File: config.mk
export PLATFORM = sky130hd
export DESIGN_NAME = instruction_fetch_unit
export DESIGN_NICKNAME = d
export VERILOG_FILES = /design/src/rtl/instruction_fetch_unit.sv
export SDC_FILE = /design/constraint.sdc
export NUM_CORES = 1
export LEC_CHECK = 0
export CAP_MARGIN = 25
export CORE_MARGIN = 3
export CORE_UTILIZATION = 47
export DETAILED_ROUTE_END_ITERATION = 10
export PLACE_DENSITY = 0.89
export SLEW_MARGIN = 40
export SYNTH_ARGS = -nofsm -noshare
export SYNTH_HDL_FRONTEND = slang
export SYNTH_SLANG_ARGS = --single-unit
File: constraint.sdc
create_clock -name clk -period 4.45 [get_ports clk]
set_clock_uncertainty 0.05 [all_clocks]
set_input_delay 0.89 -clock clk [delete_from_list [all_inputs] [get_ports clk]]
set_output_delay 0.89 -clock clk [all_outputs]
set_load 0.005 [all_outputs]
File: src/rtl/instruction_fetch_unit.sv
// Instruction fetch unit: holds the PC, fetches over a req/ready handshake with a timeout
// watchdog, and computes the next PC. Define IFU_PERF_CNT_EN for retired/taken counters.
module instruction_fetch_unit #(
  parameter int                  PC_WIDTH     = 32,
  parameter logic [PC_WIDTH-1:0] RESET_PC     = '0,
  parameter int                  IMEM_TIMEOUT = 16
) (
  input  logic                clk,
  input  logic                rst,
  output logic                imem_req,
  output logic [PC_WIDTH-1:0] imem_addr,
  input  logic [31:0]         imem_rdata,
  input  logic                imem_ready,
  output logic [31:0]         instr,
  output logic [5:0]          opcode,
  output logic [5:0]          func,
  output logic                instr_valid,
  input  logic                exec_done,
  input  logic                pc_src,
  input  logic                jSel,
  input  logic                pcSel,
  input  logic [PC_WIDTH-1:0] jr_addr,
  output logic [PC_WIDTH-1:0] pc,
  output logic [PC_WIDTH-1:0] pc_plus4,
  output logic                fetch_err
`ifdef IFU_PERF_CNT_EN
  ,
  output logic [31:0]         retired_cnt,
  output logic [31:0]         taken_cnt
`endif
);

  typedef enum logic [1:0] {
    S_IDLE,
    S_FETCH,
    S_EXEC,
    S_ERROR
  } state_t;

  localparam logic [7:0] WAIT_LAST = 8'(IMEM_TIMEOUT - 1);

  state_t              state, state_nxt;
  logic [7:0]          wait_cnt, wait_cnt_nxt;
  logic                load_ir;
  logic                retire;
  logic [PC_WIDTH-1:0] next_pc;
  logic [PC_WIDTH-1:0] j_target;
  logic [PC_WIDTH-1:0] br_target;
  logic [PC_WIDTH-1:0] jr_aligned;
  logic signed [PC_WIDTH-1:0] br_off;

  assign imem_req    = (state == S_FETCH);
  assign imem_addr   = pc;
  assign instr_valid = (state == S_EXEC);
  assign fetch_err   = (state == S_ERROR);
  assign opcode      = instr[31:26];
  assign func        = instr[5:0];
  assign pc_plus4    = pc + PC_WIDTH'(4);

  always_comb begin
    state_nxt    = state;
    wait_cnt_nxt = wait_cnt;
    load_ir      = 1'b0;
    retire       = 1'b0;
    case (state)
      S_IDLE: state_nxt = S_FETCH;
      S_FETCH: begin
        // A ready on the final allowed cycle still completes the fetch.
        if (imem_ready) begin
          load_ir      = 1'b1;
          wait_cnt_nxt = 8'd0;
          state_nxt    = S_EXEC;
        end else if (wait_cnt == WAIT_LAST) begin
          state_nxt = S_ERROR;
        end else begin
          wait_cnt_nxt = wait_cnt + 8'd1;
        end
      end
      S_EXEC: begin
        if (exec_done) begin
          retire    = 1'b1;
          state_nxt = S_FETCH;
        end
      end
      S_ERROR: state_nxt = S_ERROR;
      default: state_nxt = S_IDLE;
    endcase
  end

  always_comb begin
    jr_aligned     = jr_addr & ~PC_WIDTH'(3);
    br_off         = PC_WIDTH'(signed'({instr[15:0], 2'b00}));
    br_target      = pc_plus4 + $unsigned(br_off);
    j_target       = pc_plus4;
    j_target[27:0] = {instr[25:0], 2'b00};
    if (pcSel)       next_pc = jr_aligned;
    else if (!jSel)  next_pc = j_target;
    else if (pc_src) next_pc = br_target;
    else             next_pc = pc_plus4;
  end

  always_ff @(posedge clk) begin
    if (!rst) begin
      state    <= S_IDLE;
      wait_cnt <= 8'd0;
      pc       <= RESET_PC;
      instr    <= '0;
    end else begin
      state    <= state_nxt;
      wait_cnt <= wait_cnt_nxt;
      if (load_ir) instr <= imem_rdata;
      if (retire)  pc    <= next_pc;
    end
  end

`ifdef IFU_PERF_CNT_EN
  // Counters only move on retire, so they hold still once in ERROR.
  always_ff @(posedge clk) begin
    if (!rst) begin
      retired_cnt <= 32'd0;
      taken_cnt   <= 32'd0;
    end else if (retire) begin
      retired_cnt <= retired_cnt + 32'd1;
      if (next_pc != pc_plus4) taken_cnt <= taken_cnt + 32'd1;
    end
  end
`endif

endmodule

# --- Yosys cells after proc, flatten, opt, wreduce, memory -nomap -nowiden ---
# Index checks and enable logic that the tools add are counted.
# Widths: inputs -> output; s select.
classes:
  add_sub_neg: 3
  mul: 0
  div: 0
  order_cmp: 0
  n_eq_ne: 7
  shifts: 0
  muxes: 13
  bitwise: 0
  n_reduce_logical: 3
op_table:
  columns: ["cell", "count"]
  rows:
  - ["$mux 32", 3]
  - ["$add 32x3->32 const B", 1]
  - ["$add 32x32->32", 1]
  - ["$mux 8", 2]
  - ["$add 8x1->8 const B", 1]
  - ["$eq 8x4->1 const B", 1]
  - ["$pmux 2 s4", 1]
  - ["$mux 2", 3]
  - ["$eq 2x2->1 const B", 2]
  - ["$mux 1", 4]
  - ["$reduce_and 2->1", 2]
  - ["$ne 3x1->1 const B", 1]
  - ["$eq 2x1->1 const B", 1]
  - ["$logic_not 2->1", 1]
  - ["$ne 2x1->1 const B", 1]
  - ["$ne 2x2->1 const B", 1]
totals:
  reg_bits: 74
  latchBits: 0
  ram_bits: 0
  rom_bits: 0
  inputBits: 71
  wordCells: 30
  memories: 0

# --- Longest topological paths before layout ---
depth:
  depth_word: 5
  depth_mapped: 15
  depth_no_buf: 15

# --- Least setup slack after synthesis ---
# Ideal clock, no wire load.
synth_timing:
  kind: "flip-flop to flip-flop"
  from: "register pc[2], in the netlist imem_addr[2]"
  to: "register pc[27], in the netlist imem_addr[27]"
  arrival_time_ns: 3.498
  setup_slack_ns: 0.832
  path_stages_with_launch: 15
  path_buffers: 0
  cell_sequence: "dfxtp_1 > ha_1 > and4_1 > nand3_1 > or2_2 > xnor2_1 > ha_1 > a21o_1 > a311o_1 > a211oi_1 > o21ai_0 > a221o_1 > or2_1 > a21o_1 > a21oi_1"
synth_via:
  elab_chain_len: 5
synth_lines:
  columns: ["element", "line", "text"]
  rows:
  - ["from (decl)", "23", "output logic [PC_WIDTH-1:0] pc,"]
  - ["from (signal assigned)", "112", "if (retire) pc <= next_pc;"]
  - ["$add 32x3->32", "58", "assign pc_plus4 = pc + PC_WIDTH'(4);"]
  - ["named net pc_plus4[14]", "24", "output logic [PC_WIDTH-1:0] pc_plus4,"]
  - ["$add 32x32->32", "93", "br_target = pc_plus4 + $unsigned(br_off);"]
  - ["$mux 32", "98", "else if (pc_src) next_pc = br_target;"]
  - ["$mux 32", "97", "else if (!jSel) next_pc = j_target;"]
  - ["$mux 32", "96", "if (pcSel) next_pc = jr_aligned;"]
# The timed path passes the listed nets, and every way through them passes these cells.
# A chain may end at the register's enable or synchronous reset.

# --- Worst setup path in the final report ---
layout_timing:
  from: "register pc[3], in the netlist imem_addr[3]"
  to: "output pc_plus4[26]"
layout_via:
  elab_chain_len: 1
layout_lines:
  columns: ["element", "line"]
  rows:
  - ["$add 32x3->32", "58"]
  - ["to (decl)", "24"]
# No other way between the ends.

==> results.json <==
{
  "status": "complete, no violations",
  "grt_use_total": 0.282,
  "synth_edf_count": 0,
  "yosysWarnings": 0,
  "r2r_end": "imem_addr[27]",
  "endpoint": "pc_plus4[26]",
  "syn_area_um2": 6070,
  "rsz0062_at_grt": "false",
  "overflow": 0,
  "dieHeight_um": 120,
  "p_comb_frac": 0.219,
  "drive_gt1_frac": 0.0475,
  "grt_start_max_net_pins": 53,
  "io_buffers": 205,
  "layout.area.seq_um2": 1440,
  "path_clk_slew_ns": 0.06,
  "fp.dieW_um": 120,
  "start_util": 0.493,
  "core_area_um2": 12300,
  "ys.flop_type": "dfxtp_1",
  "async_flop_share": 0,
  "critical_path_class": "flop to output port",
  "stdcell_count": 1137,
  "grt_pass1_wl_um": 33000,
  "drv_cap": 0,
  "nFillCells": 1070,
  "drtAntennaViolNets": 0,
  "cp.required_ns": 3.51,
  "crit_start": "imem_addr[3]",
  "final_nets": 1073,
  "ir_drop_uv": 177,
  "cts_num_sinks": 72,
  "p_sw_uw": 557,
  "finish.instance_area_um2": 8270,
  "numCtsBuffers": 9,
  "period_share": 0.947,
  "synth_top_cell_by_area": "dfxtp_1",
  "cts_tree": "yes",
  "dp_cells": 1121,
  "dr.pass1.iters": 5,
  "ios": 214,
  "p_leak_nw": 3.21,
  "crit_arrival_ns": 3.28,
  "fmax_ghz": 0.237,
  "synth_cell_types": 64,
  "reg2reg_from": "imem_addr[3]",
  "diodes": 0,
  "hold_viol_final": 0,
  "path_max_fanout": 6,
  "endpoint_kind": "output port",
  "power_per_cell_area_nw_per_um2": 235,
  "layout_setup_ws_ns": 0.235,
  "hold_buffers": 0,
  "swShare": 0.287,
  "period_minus_slack_ns": 4.22,
  "cts_max_level": 3,
  "syn_to_final_growth_pct": 36.2,
  "synth-seq-cells": 72,
  "antenna_found_initial": 0,
  "die-area_um2": 14300,
  "clock_latency_ns": 0.34,
  "pre_cts_slack_ns": 0.385,
  "p_clk_frac": 0.416,
  "wl_per_cell_um": 18.3,
  "viasPerCell": 5.84,
  "setup_viol": 0,
  "tns_ns": 0,
  "wl_um": 20800,
  "placed_cell_area_um2": 7940,
  "core.rowCount": 40,
  "route.detailed.drc": 0,
  "relSlewSlack": 0.449,
  "start_kind": "flop",
  "place_hpwl_um": 15400,
  "postSynthAreaPerCell_um2": 7.41,
  "p_seq_frac": 0.365,
  "dr.first_iter.drc_count": 663,
  "rrSetupSlack_ns": 0.35,
  "first_global_vias": 6450,
  "worstRegToRegCells": 14,
  "multi_input_area_um2": 4060,
  "tightestPinTransition_ns": 0.827,
  "syn_inst": 820,
  "drv_slew": 0,
  "root_buffer": "clkbuf_16",
  "synth_area_leaders": "dfxtp_1 (24%), ha_1 (7.6%), nand2_1 (7.4%)",
  "clk_path_buf_depth": 2,
  "via_count": 6645,
  "yosysSeqAreaShare": 0.237,
  "synth_top_area_frac": 0.237,
  "worstHoldPathType": "flop to flop",
  "power.internal_mw": 1.38,
  "gp_congestion": 0.997
}
[how the worst min path moves through the flow]
stage,startpoint,to,slack [ns],cells after the start
5_1_grt,instr[17],instr[17],0.47,2
3_5_place_dp,instr[30],instr[30],0.43,2
4_1_cts,instr[30],instr[30],0.44,2
2_1_floorplan,wait_cnt[2],wait_cnt[2],0.42,2
3_3_place_gp,instr[27],instr[27],0.42,2
6_report,instr[30],instr[30],0.44,2
[worst max-delay path, stage by stage (launching register included)]
cell             delay (ns)
dfxtp_1                0.41
ha_1                   0.24
and4_1                 0.33
nand3_1                0.21
or4_1                  0.67
inv_1                  0.11
nand2_1                0.13
xnor2_2                0.26
clkdlybuf4s50_1        0.56
[metal layers]
layer | vias to the layer above | global-route usage | part of all wire
met2 | 332 | 0.457 | 0.46
met1 | 3074 | 0.362 | 0.42
met5 | - | 0 | 0
met3 | 55 | 0.0697 | 0.090
met4 | 0 | 0.110 | 0.030
li1 | 3184 | - | -
[through the flow]
stage	power (mW)	hold slack, ns	utilization
6_report	1.94	0.443	0.672
5_1_grt	2.02	0.472	0.672
4_1_cts	1.94	0.445	0.671
3_5_place_dp	1.14	0.433	0.645
3_3_place_gp	1.13	0.420	0.645
2_1_floorplan	0.936	0.418	-
[layout by cell type, fill, tap and decap left out, drive strengths merged, types with 4 or more instances in the layout]
cell / n
a211oi: 15
a21boi: 38
a21o: 17
a21oi: 55
a221o: 4
a221oi: 5
a31oi: 12
and2: 7
and3: 10
and4: 5
buf: 17
clkbuf: 9
clkdlybuf4s50: 204
clkinv: 4
conb: 6
dfxtp: 72
ha: 37
inv: 19
mux2i: 6
nand2: 120
nand2b: 4
nand3: 33
nand3b: 5
nand4: 13
nor2: 62
nor2b: 9
nor4: 5
o211ai: 20
o21ai: 46
o21bai: 7
or3: 6
xnor2: 30
xor2: 18
[timing repair]
action                                  4_1_cts  5_1_grt
buffers inserted                              0        0
gates resized for setup                       0        2
endpoints found under the setup margin        0        2
[sequential cells by signal, summed over array words and instances (netlist names)]
name,count
wait_cnt,8
instr,32
imem_addr,30
state,2
[synth_stat cells (3+ instances only)]
| library cell | instances |
|---|---|
| nand2_1 | 120 |
| dfxtp_1 | 72 |
| nor2_1 | 62 |
| a21oi_1 | 55 |
| buf_4 | 48 |
| o21ai_0 | 46 |
| clkbuf_1 | 41 |
| a21boi_0 | 38 |
| ha_1 | 37 |
| nand3_1 | 33 |
| xnor2_1 | 30 |
| o211ai_1 | 20 |
| inv_1 | 18 |
| xor2_1 | 18 |
| a21o_1 | 17 |
| a211oi_1 | 14 |
| nand4_1 | 13 |
| a31oi_1 | 12 |
| and3_1 | 10 |
| nor2b_1 | 9 |
| and2_1 | 7 |
| o21bai_1 | 7 |
| mux2i_1 | 6 |
| or3_1 | 6 |
| a221oi_1 | 5 |
| and4_1 | 5 |
| nand3b_1 | 5 |
| a221o_1 | 4 |
| nand2b_1 | 4 |
| nor4_1 | 4 |
| a22oi_1 | 3 |
| a311o_1 | 3 |
| a311oi_1 | 3 |
| buf_1 | 3 |
| nor3b_1 | 3 |
| o22ai_1 | 3 |
| o31ai_1 | 3 |
[final cells by class]
| cell class | count | area share |
|---|---|---|
| clock buffer | 9 | 0.0272 |
| sequential | 72 | 0.174 |
| timing repair buffer | 221 | 0.262 |
| inverter | 19 | 0.00862 |
| tap | 168 | 0.0254 |
| multi-input combinational | 641 | 0.491 |
| clock inverter | 7 | 0.0115 |
[power by group through the flow]
stage          clock, mW  sequential, mW  combinational [mW]
2_1_floorplan          0           0.715               0.222
3_3_place_gp           0           0.721               0.411
3_5_place_dp           0           0.721               0.418
6_report           0.808           0.709               0.425
4_1_cts            0.809           0.708               0.421
5_1_grt            0.842           0.713               0.463
[cells by family (layout without fill, tap and decap cells)]
family,after synthesis,in the layout,share of synthesized area
mux,8,8,0.0142
flops,72,72,0.237
xor+xnor,48,48,0.0692
fa+ha+maj,38,38,0.0795
other cells,1,6,0.000617
buf+inv,112,256,0.0991
simple gates,288,288,0.220
compound gates,253,253,0.280
Note: power is estimated with default switching activity, not from simulation.
==> RTL edit 1: new RTL, config.mk and constraints unchanged <==
Compare `wait_cnt` against `WAIT_LAST` with >= in place of ==.
--- a/src/rtl/instruction_fetch_unit.sv
+++ b/src/rtl/instruction_fetch_unit.sv
@@ -71,5 +71,5 @@
           wait_cnt_nxt = 8'd0;
           state_nxt    = S_EXEC;
-        end else if (wait_cnt == WAIT_LAST) begin
+        end else if (wait_cnt >= WAIT_LAST) begin
           state_nxt = S_ERROR;
         end else begin
Function: no difference found for any inputs over 4 cycles, from zero or initial values and one cycle with rst low; that may be too few to reach the edited logic, so the function may still have changed.
==> RTL edit 1 against the unedited design <==
Setup slack improved by 0.055 ns; sequential cell count unchanged; design area decreased by 0.39%; wire length decreased by 1.1%; combinational power decreased by 0.9%; area after synthesis decreased by 0.62%; synthesized cell count decreased by 1.1%; total power increased by 3.0%; critical path type unchanged; critical endpoint unchanged; highest routed layer unchanged.
==> RTL edit 1: results (changes against the unedited design) <==
LEAKAGEPOWER_nW=3.29  # was 3.21 nW
YS_TOP_CELLS_BY_AREA='sky130_fd_sc_hd__dfxtp_1, sky130_fd_sc_hd__nand2_1, sky130_fd_sc_hd__ha_1, sky130_fd_sc_hd__buf_4, sky130_fd_sc_hd__xnor2_1'  # was sky130_fd_sc_hd__dfxtp_1, sky130_fd_sc_hd__ha_1, sky130_fd_sc_hd__nand2_1, sky130_fd_sc_hd__buf_4, sky130_fd_sc_hd__a21boi_0
CRITPATHMAXSTAGEDELAY_NS=0.62  # was 0.67 ns
MET2_USAGE_PCT=46.7  # was 45.7%
NUMBER_OF_GLOBAL_ROUTE_VIAS_BEFORE_REPAIR=6186  # was 6450
ROUTED-WL-MET3_MM=1.98  # was 1.86 mm
GRTUSAGEMET1_PCT=35.1  # was 36.2%
SEQ_AREA_FRAC_SYNTH_PCT=23.9  # was 23.7%
SYNTH_TOP_CELLS_BY_COUNT='sky130_fd_sc_hd__nand2_1, sky130_fd_sc_hd__dfxtp_1, sky130_fd_sc_hd__a21oi_1'  # was sky130_fd_sc_hd__nand2_1, sky130_fd_sc_hd__dfxtp_1, sky130_fd_sc_hd__nor2_1
DETAILROUTE.VIA_COUNT=6546  # was 6645
CP_SLOWEST_CELL='sky130_fd_sc_hd__clkdlybuf4s50_1'  # was sky130_fd_sc_hd__or4_1
MET2ROUTEDLENGTH_MM=9.64  # was 9.65 mm
SYN_INST=811  # was 820
WORSTREGTOREGCELLS=15  # was 14
REG2REG_TO='imem_addr[31]'  # was imem_addr[27]
BEGINNING_OF_THE_CRITICAL_PATH='imem_addr[2]'  # was imem_addr[3]
DRT_PRE_ANTENNA_ITERS=6  # was 5
WIRE_LENGTH_OF_THE_FIRST_GLOBAL_ROUTING_PASS_MM=32.4  # was 33.0 mm
DP_HPWL_MM=15.0  # was 15.4 mm
TOTALWIRELENGTH_MM=20.6  # was 20.8 mm
ROUTED_VIA_DENSITY=5.80  # was 5.84
SYNTH_CELL_TYPES=68  # was 64
CELLINTERNALPOWER_mW=1.44  # was 1.38 mW
LARGEST_NET_DEGREE_AT_THE_START_OF_GLOBAL_ROUTING=75  # was 53
RESULT_OF_THE_RUN='completed'  # unchanged
SLEW_HEADROOM_PCT=53.9  # was 44.9%
GP_CONGESTION=0.954  # was 0.997
-- RTL edit 1: changes by cell type in the layout (fill, tap and decap cells not counted), moves of 6 or more --
| cell | delta |
|---|---|
| sky130_fd_sc_hd__a21o_1 | -11 |
| sky130_fd_sc_hd__nand2_1 | +20 |
| sky130_fd_sc_hd__a211oi_1 | -6 |
| sky130_fd_sc_hd__a31oi_1 | -8 |
| sky130_fd_sc_hd__o211a_1 | +6 |
| sky130_fd_sc_hd__nor2_1 | -15 |
| sky130_fd_sc_hd__xnor2_1 | +6 |
| sky130_fd_sc_hd__o21bai_1 | -6 |
| sky130_fd_sc_hd__nor3_1 | +7 |
-- RTL edit 1: power groups by stage --
stage | combinational [mW] | sequential [mW] | clock (mW)
after global routing | 0.457 | 0.714 | 0.897
after floorplan | 0.221 | 0.716 | 0
after detailed placement | 0.415 | 0.723 | 0
final | 0.421 | 0.710 | 0.868
after CTS | 0.419 | 0.709 | 0.872
after global placement | 0.408 | 0.721 | 0
-- RTL edit 1: kinds of logic after synthesis --
family | synth area share (%)
XOR/XNOR | 7.81
other | 0.0621
buffers and inverters | 9.60
adder cells (fa/ha/maj) | 8.00
AND/OR/NAND/NOR | 23.9
AO/OA/AOI/OAI | 25.6
flip-flops | 23.9
multiplexers | 1.16
-- RTL edit 1: final cells by class --
type | instances | area, um2 | area share, %
multi-input combinational | 639 | 4040 | 49.0
timing repair buffer | 219 | 2150 | 26.1
sequential | 72 | 1440 | 17.5
clock buffer | 10 | 229 | 2.78
tap | 168 | 210 | 2.55
clock inverter | 6 | 116 | 1.41
inverter | 15 | 56.3 | 0.683
-- RTL edit 1: stage by stage --
step	power, mW	setup WS [ns]
floorplan	0.937	1.03
global placement	1.13	0.651
detailed placement	1.14	0.560
CTS	2.00	0.311
global route	2.07	0.0716
finish	2.00	0.290
==> RTL edit 2: new RTL, same settings <==
Made on the original files. `PC_WIDTH`: 32 -> 40.
--- a/src/rtl/instruction_fetch_unit.sv
+++ b/src/rtl/instruction_fetch_unit.sv
@@ -2,5 +2,5 @@
 // watchdog, and computes the next PC. Define IFU_PERF_CNT_EN for retired/taken counters.
 module instruction_fetch_unit #(
-  parameter int                  PC_WIDTH     = 32,
+  parameter int                  PC_WIDTH     = 40,
   parameter logic [PC_WIDTH-1:0] RESET_PC     = '0,
   parameter int                  IMEM_TIMEOUT = 16
Interface: changed (resized imem_addr, jr_addr, pc and pc_plus4); port bits go from 214 to 246. No check against the original RTL was run, so the function may have changed too.
==> RTL edit 2 against the unedited design <==
Die area grew 18%; via count grew 23%; wire length grew 29%; utilization shrank 0.54 points; area after synthesis grew 19%; sequential cell count grew 8; design area grew 19%; setup slack lost 0.064 ns; total power grew 4.2%; critical path type is now flip-flop to flip-flop; largest cell class unchanged.
==> RTL edit 2: results (changes against the unedited design) <==
RESULT_OF_THE_RUN='completed'  # unchanged
SEQ_AREA_FRAC_SYNTH_PCT=22.1  # was 23.7%
GRT_USE_TOTAL_PCT=30.3  # was 28.2%
YS_TOP_CELLS_BY_AREA='sky130_fd_sc_hd__dfxtp_1, sky130_fd_sc_hd__nand2_1, sky130_fd_sc_hd__ha_1, sky130_fd_sc_hd__buf_4, sky130_fd_sc_hd__xnor2_1'  # was sky130_fd_sc_hd__dfxtp_1, sky130_fd_sc_hd__ha_1, sky130_fd_sc_hd__nand2_1, sky130_fd_sc_hd__buf_4, sky130_fd_sc_hd__a21boi_0
GP_CONGESTION=0.963  # was 0.997
SLEW_HEADROOM_PCT=48.5  # was 44.9%
CELLINTERNALPOWER_mW=1.41  # was 1.38 mW
ARITHMETIC_CELL_SHARE_OF_THE_SYNTHESIZED_AREA_COUNTING_FULL_ADDERS_HALF_ADDERS_AND_MAJORITY_GATES_PCT=7.54  # was 7.95%
DETAIL_ROUTE.WL_PER_CELL_UM=19.7  # was 18.3 um
LARGEST_REG_FLOPS=38  # was 32
DP_HPWL_MM=20.4  # was 15.4 mm
WORST_EP_ARRIVAL_TIME_NS=4.47  # was 3.28 ns
SYNTHESIS.AREA_PER_INSTANCE_UM2=7.40  # was 7.41 um2
LARGEST_NET_DEGREE_AT_THE_START_OF_GLOBAL_ROUTING=80  # was 53
IO_BUFFER_COUNT=237  # was 205
NUMBER_OF_GLOBAL_ROUTE_VIAS_BEFORE_REPAIR=7525  # was 6450
SYNTH_TOP_CELLS_BY_COUNT='sky130_fd_sc_hd__nand2_1, sky130_fd_sc_hd__dfxtp_1, sky130_fd_sc_hd__a21oi_1'  # was sky130_fd_sc_hd__nand2_1, sky130_fd_sc_hd__dfxtp_1, sky130_fd_sc_hd__nor2_1
MUXSHAREOFSYNTHAREA_PCT=1.25  # was 1.42%
POST-PLACE-CELLS=1340  # was 1121
REG2REG_TO='imem_addr[39]'  # was imem_addr[27]
LEAKAGEPOWER_nW=4.08  # was 3.21 nW
ROUTED_VIA_DENSITY=6.02  # was 5.84
SYNTH_CELL_TYPES=76  # was 64
PLACE_WS_NS=0.393  # was 0.385 ns
WIRE_LENGTH_OF_THE_FIRST_GLOBAL_ROUTING_PASS_MM=40.3  # was 33.0 mm
SYNTHXORXNORAREAFRAC_PCT=7.96  # was 6.92%
CRITPATHMAXSTAGEDELAY_NS=0.63  # was 0.67 ns
NFILLCELLS=1246  # was 1070
RTL edit 2: layer usage:
layer  vias up  share of wire (%)  track usage (%)
li1       3830                  -                -
met1      3791                 41             39.7
met2       498                 46             49.4
met3        53                 11             6.92
met4         0                2.5             10.0
met5         -                  0                0
RTL edit 2: repair_timing:
item,in CTS,in global routing
buffers inserted,0,0
resized for setup,0,0
endpoints found under the setup margin,0,1
hold endpoints to repair,0,0
RTL edit 2: cells by family after synthesis:
kind of cell / count (synthesis)
AO/OA/AOI/OAI: 281
AND/OR/NAND/NOR: 375
XOR/XNOR: 64
multiplexers: 9
other: 1
buffers and inverters: 124
flip-flops: 80
adder cells (fa/ha/maj): 43
RTL edit 2: power groups by stage:
stage | combinational [mW] | sequential, mW | clock, mW
detailed placement | 0.492 | 0.796 | 0
floorplan | 0.249 | 0.794 | 0
global placement | 0.484 | 0.795 | 0
global route | 0.541 | 0.785 | 0.769
finish | 0.502 | 0.782 | 0.739
CTS | 0.495 | 0.780 | 0.741
RTL edit 2: worst reg2reg max path: stages (launching register included):
cell and delay [ns]:
sky130_fd_sc_hd__dfxtp_1 0.42, sky130_fd_sc_hd__and3_2 0.28, sky130_fd_sc_hd__and4_1 0.35, sky130_fd_sc_hd__nand4_1 0.14
sky130_fd_sc_hd__xnor2_1 0.44, sky130_fd_sc_hd__ha_1 0.29, sky130_fd_sc_hd__and3_1 0.22, sky130_fd_sc_hd__nand3_1 0.10
sky130_fd_sc_hd__a21oi_1 0.31, sky130_fd_sc_hd__nor2_1 0.17, sky130_fd_sc_hd__o311ai_1 0.63, sky130_fd_sc_hd__a311oi_1 0.22
sky130_fd_sc_hd__xor2_1 0.19, sky130_fd_sc_hd__nor2_1 0.14, sky130_fd_sc_hd__xnor2_1 0.14, sky130_fd_sc_hd__o21ai_1 0.07
RTL edit 2: worst max path at each step:
stage	end	slack (ns)	cells after the start
2_1_floorplan	imem_addr[39]	0.73	17
3_3_place_gp	imem_addr[39]	0.44	16
3_5_place_dp	imem_addr[39]	0.39	16
4_1_cts	imem_addr[34]	0.37	15
5_1_grt	imem_addr[39]	0.03	16
6_report	imem_addr[39]	0.17	15
RTL edit 2: per-stage QoR:
step	area, um2	hold slack, ns
final	9870	0.437
after CTS	9860	0.437
after global routing	9860	0.454
after detailed placement	9580	0.426
after global placement	9580	0.420
after floorplan	7250	0.403
RTL edit 2: layout make-up:
cell class                      count  area, um2  area share, %
Timing Repair Buffer              285       2720           27.6
Clock inverter                      4       27.5          0.279
Antenna cell                        2       5.00         0.0507
Multi-Input combinational cell    778       4980           50.4
Clock buffer                       12        256           2.60
Inverter                           13       48.8          0.494
Sequential cell                    80       1600           16.2
Tap cell                          184        230           2.33
